File: src/rtl/sdpram_rd_pkg.sv
// Shared types and sizing helpers for the SDP RAM burst read engine.
package sdpram_rd_pkg;

  typedef enum logic [1:0] {
    IDLE  = 2'd0,
    ISSUE = 2'd1,
    DRAIN = 2'd2
  } state_e;

  function automatic int fifo_depth(input int rd_latency);
    return rd_latency + 1;
  endfunction

  // Wide enough to hold the values 0..fifo_depth inclusive.
  function automatic int fifo_cnt_w(input int rd_latency);
    return $clog2(rd_latency + 2);
  endfunction

endpackage

File: src/rtl/sdpram_burst_reader_if.sv
// Command and output-stream bundle of the burst read engine.
// Handshake: a beat moves on a cycle where valid && ready are both high; once
// valid rises, valid and its payload hold steady until that transfer.
interface sdpram_burst_reader_if #(
  parameter int ADDR_WIDTH = 6,
  parameter int DATA_WIDTH = 21,
  parameter int LEN_WIDTH  = 7
);
  logic                  cmd_valid;
  logic                  cmd_ready;
  logic [ADDR_WIDTH-1:0] cmd_addr;
  logic [LEN_WIDTH-1:0]  cmd_len;
  logic                  m_valid;
  logic                  m_ready;
  logic [DATA_WIDTH-1:0] m_data;
  logic                  m_last;

  modport master (
    input  cmd_valid, cmd_addr, cmd_len, m_ready,
    output cmd_ready, m_valid, m_data, m_last
  );

  modport slave (
    output cmd_valid, cmd_addr, cmd_len, m_ready,
    input  cmd_ready, m_valid, m_data, m_last
  );
endinterface

File: src/rtl/sdpram_rd_skid_fifo.sv
// Small synchronous FIFO holding {last, data} words returned from the RAM.
module sdpram_rd_skid_fifo #(
  parameter int DEPTH = 2,
  parameter int WIDTH = 22,
  parameter int CW    = 2
) (
  input  logic             clk,
  input  logic             rd_rst_n,
  input  logic             push,
  input  logic             pop,
  input  logic [WIDTH-1:0] din,
  output logic [WIDTH-1:0] dout,
  output logic             empty,
  output logic [CW-1:0]    count
);
  localparam int PW = (DEPTH > 1) ? $clog2(DEPTH) : 1;
  localparam logic [PW-1:0] LAST_PTR = PW'(DEPTH - 1);

  logic [WIDTH-1:0] mem [DEPTH];
  logic [PW-1:0]    wr_ptr, rd_ptr;
  logic             do_push, do_pop;

  assign do_push = push && (count != CW'(DEPTH));
  assign do_pop  = pop && (count != '0);
  assign empty   = (count == '0);
  assign dout    = mem[rd_ptr];

  // Storage is cleared too so the head word reads as zero out of reset.
  always_ff @(posedge clk) begin
    if (!rd_rst_n) begin
      for (int i = 0; i < DEPTH; i++) mem[i] <= '0;
      wr_ptr <= '0;
      rd_ptr <= '0;
      count  <= '0;
    end else begin
      if (do_push) begin
        mem[wr_ptr] <= din;
        wr_ptr      <= (wr_ptr == LAST_PTR) ? '0 : wr_ptr + PW'(1);
      end
      if (do_pop) rd_ptr <= (rd_ptr == LAST_PTR) ? '0 : rd_ptr + PW'(1);
      count <= count + CW'(do_push) - CW'(do_pop);
    end
  end
endmodule

File: src/rtl/sdpram_burst_reader.sv
// Burst read engine for the simple dual-port RAM read port, on rd_clk.
// Define SDPRAM_RD_BEAT_CNT_EN to add the beat_cnt / burst_done outputs.
module sdpram_burst_reader
  import sdpram_rd_pkg::*;
#(
  parameter int ADDR_WIDTH = 6,
  parameter int DATA_WIDTH = 21,
  parameter int LEN_WIDTH  = 7,
  parameter int RD_LATENCY = 1
) (
  input  logic                  rd_clk,
  input  logic                  rd_rst_n,
  sdpram_burst_reader_if.master bus,
  output logic [ADDR_WIDTH-1:0] mem_rd_addr,
  input  logic [DATA_WIDTH-1:0] mem_rd_data,
  output logic                  busy,
  output logic [1:0]            dbg_state
`ifdef SDPRAM_RD_BEAT_CNT_EN
  ,
  output logic [15:0]           beat_cnt,
  output logic                  burst_done
`endif
);
  localparam int DEPTH = fifo_depth(RD_LATENCY);
  localparam int CW    = fifo_cnt_w(RD_LATENCY);
  localparam logic [LEN_WIDTH-1:0] MAX_LEN = LEN_WIDTH'(2 ** ADDR_WIDTH);
  localparam logic [1:0] ST_IDLE  = IDLE;
  localparam logic [1:0] ST_ISSUE = ISSUE;
  localparam logic [1:0] ST_DRAIN = DRAIN;

  logic [1:0]            state;
  logic [ADDR_WIDTH-1:0] cur_addr, last_addr;
  logic [LEN_WIDTH-1:0]  remaining;
  logic [RD_LATENCY-1:0] pipe_v, pipe_l;
  logic [CW-1:0]         fifo_count, inflight;
  logic [CW:0]           credit_used;
  logic                  issue, xfer, cmd_fire, fifo_empty, final_issue;
  logic [DATA_WIDTH:0]   fifo_dout;

  assign cmd_fire    = bus.cmd_valid && bus.cmd_ready;
  assign xfer        = bus.m_valid && bus.m_ready;
  assign final_issue = issue && (remaining == LEN_WIDTH'(1));

  always_comb begin
    inflight = '0;
    for (int i = 0; i < RD_LATENCY; i++) inflight = inflight + CW'(pipe_v[i]);
  end

  // A slot freed by this cycle's pop counts as a credit so that a ready sink
  // sees one word per cycle; the FIFO still cannot overflow.
  assign credit_used = {1'b0, inflight} + {1'b0, fifo_count} - (CW+1)'(xfer);
  assign issue       = (state == ST_ISSUE) && (credit_used < (CW+1)'(DEPTH));
  assign mem_rd_addr = issue ? cur_addr : last_addr;

  assign bus.cmd_ready = (state == ST_IDLE);
  assign busy          = (state != ST_IDLE);
  assign dbg_state     = state;

  always_ff @(posedge rd_clk) begin
    if (!rd_rst_n) begin
      state     <= ST_IDLE;
      cur_addr  <= '0;
      last_addr <= '0;
      remaining <= '0;
      pipe_v    <= '0;
      pipe_l    <= '0;
    end else begin
      pipe_v <= RD_LATENCY'({pipe_v, issue});
      pipe_l <= RD_LATENCY'({pipe_l, final_issue});
      case (state)
        ST_IDLE: begin
          if (cmd_fire && (bus.cmd_len != '0)) begin
            cur_addr  <= bus.cmd_addr;
            remaining <= (bus.cmd_len > MAX_LEN) ? MAX_LEN : bus.cmd_len;
            state     <= ST_ISSUE;
          end
        end
        ST_ISSUE: begin
          if (issue) begin
            last_addr <= cur_addr;
            cur_addr  <= cur_addr + ADDR_WIDTH'(1);
            remaining <= remaining - LEN_WIDTH'(1);
            if (final_issue) state <= ST_DRAIN;
          end
        end
        ST_DRAIN: begin
          // The flagged word is the final one issued, so pipe and FIFO are empty after it.
          if (xfer && bus.m_last) state <= ST_IDLE;
        end
        default: state <= ST_IDLE;
      endcase
    end
  end

  sdpram_rd_skid_fifo #(
    .DEPTH (DEPTH),
    .WIDTH (DATA_WIDTH + 1),
    .CW    (CW)
  ) u_fifo (
    .clk      (rd_clk),
    .rd_rst_n (rd_rst_n),
    .push     (pipe_v[RD_LATENCY-1]),
    .pop      (xfer),
    .din      ({pipe_l[RD_LATENCY-1], mem_rd_data}),
    .dout     (fifo_dout),
    .empty    (fifo_empty),
    .count    (fifo_count)
  );

  assign bus.m_valid = !fifo_empty;
  assign bus.m_last  = fifo_dout[DATA_WIDTH];
  assign bus.m_data  = fifo_dout[DATA_WIDTH-1:0];

`ifdef SDPRAM_RD_BEAT_CNT_EN
  always_ff @(posedge rd_clk) begin
    if (!rd_rst_n) begin
      beat_cnt   <= '0;
      burst_done <= 1'b0;
    end else begin
      burst_done <= xfer && bus.m_last;
      if (xfer && (beat_cnt != 16'hFFFF)) beat_cnt <= beat_cnt + 16'd1;
    end
  end
`endif
endmodule

File: src/flat_wrapper.sv
// flat-port wrapper written by rule: the top's interface ports become plain ports
module sdpram_burst_reader_flat import sdpram_rd_pkg::*;
#(
  parameter int ADDR_WIDTH = 6,
  parameter int DATA_WIDTH = 21,
  parameter int LEN_WIDTH  = 7,
  parameter int RD_LATENCY = 1
)
  (rd_clk, rd_rst_n, mem_rd_addr, mem_rd_data, busy, dbg_state, bus_cmd_valid, bus_cmd_addr, bus_cmd_len, bus_m_ready, bus_cmd_ready, bus_m_valid, bus_m_data, bus_m_last);
  sdpram_burst_reader_if #(.ADDR_WIDTH(ADDR_WIDTH), .DATA_WIDTH(DATA_WIDTH), .LEN_WIDTH(LEN_WIDTH)) bus_i ();
  input  logic rd_clk;
  input  logic rd_rst_n;
  output logic [ADDR_WIDTH-1:0] mem_rd_addr;
  input  logic [DATA_WIDTH-1:0] mem_rd_data;
  output logic busy;
  output logic [1:0] dbg_state;
  input wire logic [$bits(bus_i.cmd_valid)-1:0] bus_cmd_valid;
  input wire logic [$bits(bus_i.cmd_addr)-1:0] bus_cmd_addr;
  input wire logic [$bits(bus_i.cmd_len)-1:0] bus_cmd_len;
  input wire logic [$bits(bus_i.m_ready)-1:0] bus_m_ready;
  output wire logic [$bits(bus_i.cmd_ready)-1:0] bus_cmd_ready;
  output wire logic [$bits(bus_i.m_valid)-1:0] bus_m_valid;
  output wire logic [$bits(bus_i.m_data)-1:0] bus_m_data;
  output wire logic [$bits(bus_i.m_last)-1:0] bus_m_last;
  assign bus_i.cmd_valid = bus_cmd_valid;
  assign bus_i.cmd_addr = bus_cmd_addr;
  assign bus_i.cmd_len = bus_cmd_len;
  assign bus_i.m_ready = bus_m_ready;
  assign bus_cmd_ready = bus_i.cmd_ready;
  assign bus_m_valid = bus_i.m_valid;
  assign bus_m_data = bus_i.m_data;
  assign bus_m_last = bus_i.m_last;
  sdpram_burst_reader #(.ADDR_WIDTH(ADDR_WIDTH), .DATA_WIDTH(DATA_WIDTH), .LEN_WIDTH(LEN_WIDTH), .RD_LATENCY(RD_LATENCY)) u_core (.rd_clk(rd_clk), .rd_rst_n(rd_rst_n), .bus(bus_i), .mem_rd_addr(mem_rd_addr), .mem_rd_data(mem_rd_data), .busy(busy), .dbg_state(dbg_state));
endmodule
File: config.mk
export PLATFORM = sky130hd
export DESIGN_NAME = sdpram_burst_reader_flat
export DESIGN_NICKNAME = d
export VERILOG_FILES = /design/src/rtl/sdpram_rd_pkg.sv /design/src/rtl/sdpram_burst_reader_if.sv /design/src/rtl/sdpram_rd_skid_fifo.sv /design/src/rtl/sdpram_burst_reader.sv /design/src/flat_wrapper.sv
export SDC_FILE = /design/constraint.sdc
export NUM_CORES = 1
export LEC_CHECK = 0
export CELL_PAD_IN_SITES_DETAIL_PLACEMENT = 2
export CELL_PAD_IN_SITES_GLOBAL_PLACEMENT = 2
export CORE_MARGIN = 10
export CORE_UTILIZATION = 30
export CTS_CLUSTER_SIZE = 8
export DETAILED_ROUTE_END_ITERATION = 7
export DONT_BUFFER_PORTS = 1
export PLACE_DENSITY_LB_ADDON = 0.1
export SLEW_MARGIN = 30
export SYNTH_ARGS = -nofsm -noshare
export SYNTH_HDL_FRONTEND = slang
export SYNTH_SLANG_ARGS = --single-unit
File: constraint.sdc
create_clock -name rd_clk -period 3.2 [get_ports rd_clk]
set_input_delay 0.64 -clock rd_clk [delete_from_list [all_inputs] [get_ports rd_clk]]
set_output_delay 0.64 -clock rd_clk [all_outputs]
set_load 0.01 [all_outputs]
# After elaboration in Yosys (flattened, before gate mapping)
# Memory sizes are Yosys's and may differ from the RTL's. A register that Yosys moved wholly into a read port is not among the register bits.
# Index checks and enable logic that the tools add are counted.
# op_classes
n_addsub,8
multipliers,0
div,0
order_cmp,2
n_eq_ne,8
n_shift,0
n_mux,24
bitwise,0
n_reduce_logical,18
# op_table
cell,n
$mux W22,1
$reduce_or A22 Y1,1
$mux W7,3
$mux W6,3
$pmux W7 S2,1
$pmux W6 S2,1
$mux W1,10
$logic_and A1 B1 Y1,8
$mux W2,4
$eq A7 B1 Y1 const B,1
$gt A7 B7 Y1 const B,1
$reduce_bool A7 Y1,1
$sub A7 B1 Y7 const B,1
$add A6 B1 Y6 const B,1
$ne A2 B1 Y1 const B,3
$pmux W2 S3,1
$reduce_bool A2 Y1,3
$logic_not A2 Y1,2
$ne A2 B2 Y1 const B,2
$reduce_and A4 Y1,1
$add A1 B2 Y3,1
$lt A3 B2 Y1 const B,1
$reduce_and A3 Y1,1
$sub A3 B1 Y3,1
other kinds (6),7
# totals
regBits,27
latchBits,0
ram_bits,44
rom_bits,0
inputBits,38
wordCells,70
memories,1
# memory_table
name,words,width,read_ports,rd_ports_with_merged_regs,write_ports,line_no,source
u_core.u_fifo.mem,2,22,1,1,2,sdpram_rd_skid_fifo.sv:19,logic [WIDTH-1:0] mem [DEPTH];

# Depth between registers and ports, before layout
# depth
ltp_word,10
depth_mapped,11
mapped_depth_nobuf,9

# Cells and area by module
# From an unflattened synthesis, not the netlist that was laid out.
# hier_totals
cells_unflattened,325
hier_area_um2,3583.4
# by_module_without_submodules
mod,n_inst,cells_each,area_each_um2
sdpram_rd_skid_fifo,1,167,2168.3
sdpram_burst_reader,1,158,1415.1

# Worst setup path before layout
# Ideal clock, no wire load.
# synth_path
path_type,input to output
startpoint,input bus_m_ready
endpoint,output mem_rd_addr[0]
arrival_ns,2.565
required_time_ns,2.560
path_slack_ns,-0.005
stages,8
n_path_buf,1
path_cell_list,o21ai_0 > inv_1 > ha_1 > nor2b_1 > fa_1 > or3_1 > buf_6 > mux2_2
# synth_via
elab_chain_len,5
# synth_rtl
element,line_no,source
start: declaration,flat_wrapper.sv:20,input wire logic [$bits(bus_i.m_ready)-1:0] bus_m_ready;
$logic_and A1 B1 Y1,sdpram_burst_reader.sv:41,assign xfer = bus.m_valid && bus.m_ready;
$sub A3 B1 Y3,sdpram_burst_reader.sv:51,"assign credit_used = {1'b0, inflight} + {1'b0, fifo_count} - (CW+1)'(xfer);"
$lt A3 B2 Y1,sdpram_burst_reader.sv:52,assign issue = (state == ST_ISSUE) && (credit_used < (CW+1)'(DEPTH));
$logic_and A1 B1 Y1,sdpram_burst_reader.sv:52,
$mux W6,sdpram_burst_reader.sv:53,assign mem_rd_addr = issue ? cur_addr : last_addr;
end: declaration,flat_wrapper.sv:13,output logic [ADDR_WIDTH-1:0] mem_rd_addr;
# Every way passes these cells.

# Worst setup path after layout
# layout_path
startpoint,register u_core.u_fifo.count[1]
endpoint,output mem_rd_addr[3]
# layout_via
elab_chain_len,7
word_cells_on_any_way,8
classes_between,2 x add/sub; 1 x order compare; 1 x mux; 4 x reduce/logical
# layout_rtl
element,line_no,source
start: declaration,sdpram_rd_skid_fifo.sv:14,output logic [CW-1:0] count
start signal: assignment,sdpram_rd_skid_fifo.sv:41,count <= count + CW'(do_push) - CW'(do_pop);
branches (longest 3 deep; another with $add A1 B2 Y3),--,
$sub A3 B1 Y3 *,sdpram_burst_reader.sv:51,
$lt A3 B2 Y1 *,sdpram_burst_reader.sv:52,
$logic_and A1 B1 Y1 *,sdpram_burst_reader.sv:52,
$mux W6 *,sdpram_burst_reader.sv:53,
# Every way passes the cells marked *.

==> summary.md <==
| Metric | Value |
|---|---|
| Req. time, crit path | `2560 ps` |
| Pin slew with the least headroom to its limit | `621.7 ps` |
| Share of layout cells above drive strength 1 | `0.2396` |
| Final setup fails | `0` |
| Kind of critical path | `flip-flop to output port` |
| P&R area growth vs syn | `18.04%` |
| Total routed wirelength | `9.231 mm` |
| CTS max path bufs | `2` |
| Worst slew margin | `0.5827` |
| Core Box Area | `0.01132 mm^2` |
| Gr ovfl total | `0` |
| # rows | `39` |
| Critical path startpoint | `u_core.u_fifo.count[1]` |
| Layout net count | `353` |
| # port buffers | `0` |
| Peak Freq | `0.3214 GHz` |
| # clock sinks | `72` |
| Drt pass-1 iters | `4` |
| Syn Area/Cell | `11.60 um^2` |
| Reg2Reg Launch Point | `u_core.u_fifo.count[1]` |
| CTS tree | `yes` |
| Layout Skew | `4.668 ps` |
| Clock Latency Late Sink | `330 ps` |
| Fillers | `1217` |
| DRC viols | `0` |
| Post-synth top flop | `edfxtp_1` |
| DR vias | `2379` |
| Overall Global Routing Usage | `0.1154` |
| ANT cells | `0` |
| Worst hold start | `rd_rst_n` |
| Yosys reg bits | `72` |
| Die W | `127.0 um` |
| Peak supply drop | `0.2195 mV` |
| CTS Root Cell | `clkbuf_16` |
| Area of the multi-input gates | `0.001478 mm^2` |
| Mapped cell area | `0.003433 mm^2` |
| Crit. End Element | `output port` |
| Max_cap viols | `0` |
| Hold-fix buffers at CTS | `0` |
| Min-Delay Path Class | `input port to flip-flop` |
| H-tree depth | `3` |
| Pleak | `0.001526 uW` |
| Wire length per cell | `20.24 um` |
| Cell variety after synth | `50` |
| Die area | `0.01612 mm^2` |
| Antenna viol nets, final | `0` |
| IO Count | `71` |
| CP Data Arrival Time | `2470 ps` |
| Largest net degree at the start of global routing | `23` |
| Synth warnings | `0` |
| Tcrit/Tclk final | `0.9722` |
| Post-synthesis sequential area ratio | `0.5481` |
| Post-route minimum period | `3111 ps` |
| Final slew viol count | `0` |
| Status | `finished, final reports clean` |
| Fin util | `0.3580` |
| Async S/R FF share, synth | `0` |
| Vias in the first global route | `2625` |
| RSZ-0062 raised after global routing | `true` |
| Die Y | `127.0 um` |
| Post-DP HPWL | `6.381 mm` |
| Final Hold Viols | `0` |
| Startpoint Class | `flip-flop` |
| Syn Inst Count | `296` |
| First-pass GRT wire length | `14.52 mm` |
| Avg Vias per Cell | `5.217` |
| Starting Density | `0.3033` |
| CP max FO | `7` |
| Total CTS buffers | `9` |
| Starting DRT DRC Count | `57` |
| Post-synth EDFFs | `44` |
| Reg area | `0.001883 mm^2` |
| Initial antenna violation count | `0` |
| Gpl congestion | `0.7492` |
| Worst-path clk slew | `60 ps` |
| Final hold slack | `435.2 ps` |
| PD cells | `801.3 mW/mm^2` |
| Syn Nets | `341` |
-- layer usage --
metal  track usage  vias up  share of wire
li1              -     1096              -
met1        0.1261     1222           0.40
met2        0.1981       52           0.51
met3       0.04756        9          0.069
met4       0.03952        0          0.012
met5             0        -              0
-- cells in the final DEF, fill, tap and decap left out, drive strengths merged, types with 2 or more instances in the layout --
master | netlist | routed
bufinv | 0 | 3
nor3 | 11 | 11
a211o | 2 | 2
a32o | 2 | 2
nor2 | 10 | 10
a21oi | 18 | 18
xnor2 | 4 | 4
or2 | 2 | 2
a31oi | 2 | 2
o22ai | 2 | 2
edfxtp | 44 | 44
o21ai | 5 | 5
and2 | 51 | 51
ha | 6 | 6
nand3b | 6 | 6
xor2 | 3 | 3
buf | 6 | 17
o32ai | 3 | 3
dfxtp | 28 | 28
nand3 | 4 | 4
nand2 | 7 | 7
nand2b | 2 | 2
nor4 | 3 | 3
clkinv | 1 | 4
clkbuf | 10 | 10
nor3b | 3 | 3
inv | 12 | 12
mux2 | 28 | 28
o31ai | 2 | 2
-- repair_timing --
| action | CTS | global route |
|---|---|---|
| endpoints found under the setup margin | 6 | 6 |
| resized for setup | 8 | 2 |
| pin swaps | 4 | 4 |
| buffers inserted | 0 | 0 |
-- critical path, stage by stage (launching register included) --
cell and delay [ps]:
dfxtp_2 320, o21ai_2 160, inv_2 70, ha_4 280, nor2b_4 40, fa_2 380
xnor2_1 140, or3_4 400, mux2_4 340
-- path summary, 6_finish.rpt --
| path | to | slack [ps] | cells after the start |
|---|---|---|---|
| hold reg to reg | u_core.remaining[5] | 480 | 2 |
| setup / recovery | mem_rd_addr[3] | 90 | 8 |
| hold / removal | u_core.remaining[0] | 440 | 1 |
| setup reg to reg | u_core.cur_addr[0] | 540 | 10 |
-- logic make-up (layout without fill, tap and decap cells) --
| logic type | Yosys count | in the layout | share of synthesized area |
|---|---|---|---|
| muxes | 28 | 28 | 0.09184 |
| adders and majority gates | 7 | 7 | 0.02770 |
| buffers and inverters | 29 | 46 | 0.03681 |
| and+or+nand+nor | 107 | 107 | 0.1855 |
| DFF | 72 | 72 | 0.5481 |
| xor gates and xnor gates | 7 | 7 | 0.01786 |
| AOI/OAI and AO/OA | 46 | 46 | 0.09220 |
-- through the flow --
step	area (um^2)	instances	total power [uW]	TNS, ps	setup slack, ps
3_5_place_dp	3680	440	2116	-758.3	-126.4
5_1_grt	4053	456	3452	-62.33	-16.07
4_1_cts	4046	456	3310	0	15.62
6_report	4053	456	3247	0	88.91
2_1_floorplan	3433	296	1856	0	8.221
3_3_place_gp	3680	440	2092	-511.5	-85.96
-- registers in the layout, summed over array words and instances (netlist names), named ones only --
signal	flops
u_core.pipe_l	1
u_core.u_fifo.count	2
u_core.last_addr	6
u_core.u_fifo.mem	44
u_core.u_fifo.wr_ptr	1
u_core.pipe_v	1
u_core.u_fifo.rd_ptr	1
u_core.dbg_state	2
u_core.cur_addr	6
u_core.remaining	7
-- cells in the mapped netlist, types with 2 or more instances --
cell type,count,area share
clkbuf_1,10,0.011
nand2b_1,2,0.0036
buf_1,2,0.0022
nor2_1,10,0.011
mux2_2,28,0.092
xnor2_1,4,0.010
a211o_1,2,0.0051
o21ai_0,4,0.0058
nand3_1,4,0.0058
nand2_1,7,0.0077
nor3_1,11,0.016
inv_1,12,0.013
a32o_1,2,0.0058
o31ai_1,2,0.0044
nor3b_1,3,0.0066
xor2_1,3,0.0077
nor4_1,3,0.0055
o22ai_1,2,0.0036
a21oi_1,18,0.026
or2_2,2,0.0036
and2_1,51,0.093
ha_1,6,0.022
buf_6,2,0.0066
edfxtp_1,44,0.38
o32ai_1,3,0.0077
dfxtp_1,28,0.16
nand3b_1,6,0.013
buf_2,2,0.0029
a31oi_1,2,0.0036
-- area by class of cell --
class / instances / share of cell area
repair buffers: 17 / 0.03149
multi-input cells: 195 / 0.3646
clock buffers: 10 / 0.05650
inverters: 13 / 0.01204
clock inverters: 6 / 0.02655
well taps: 143 / 0.04415
flip-flops and latches: 72 / 0.4647
-- power breakdown --
part	internal [uW]	switching [uW]	leakage [uW]	total, uW
logic	369	483	0.000676	852
clock network	759	391	0.000164	1150
registers	1150	92.9	0.000686	1250
total	2280	967	0.00153	3250
Note: power is estimated with default switching activity, not from simulation.
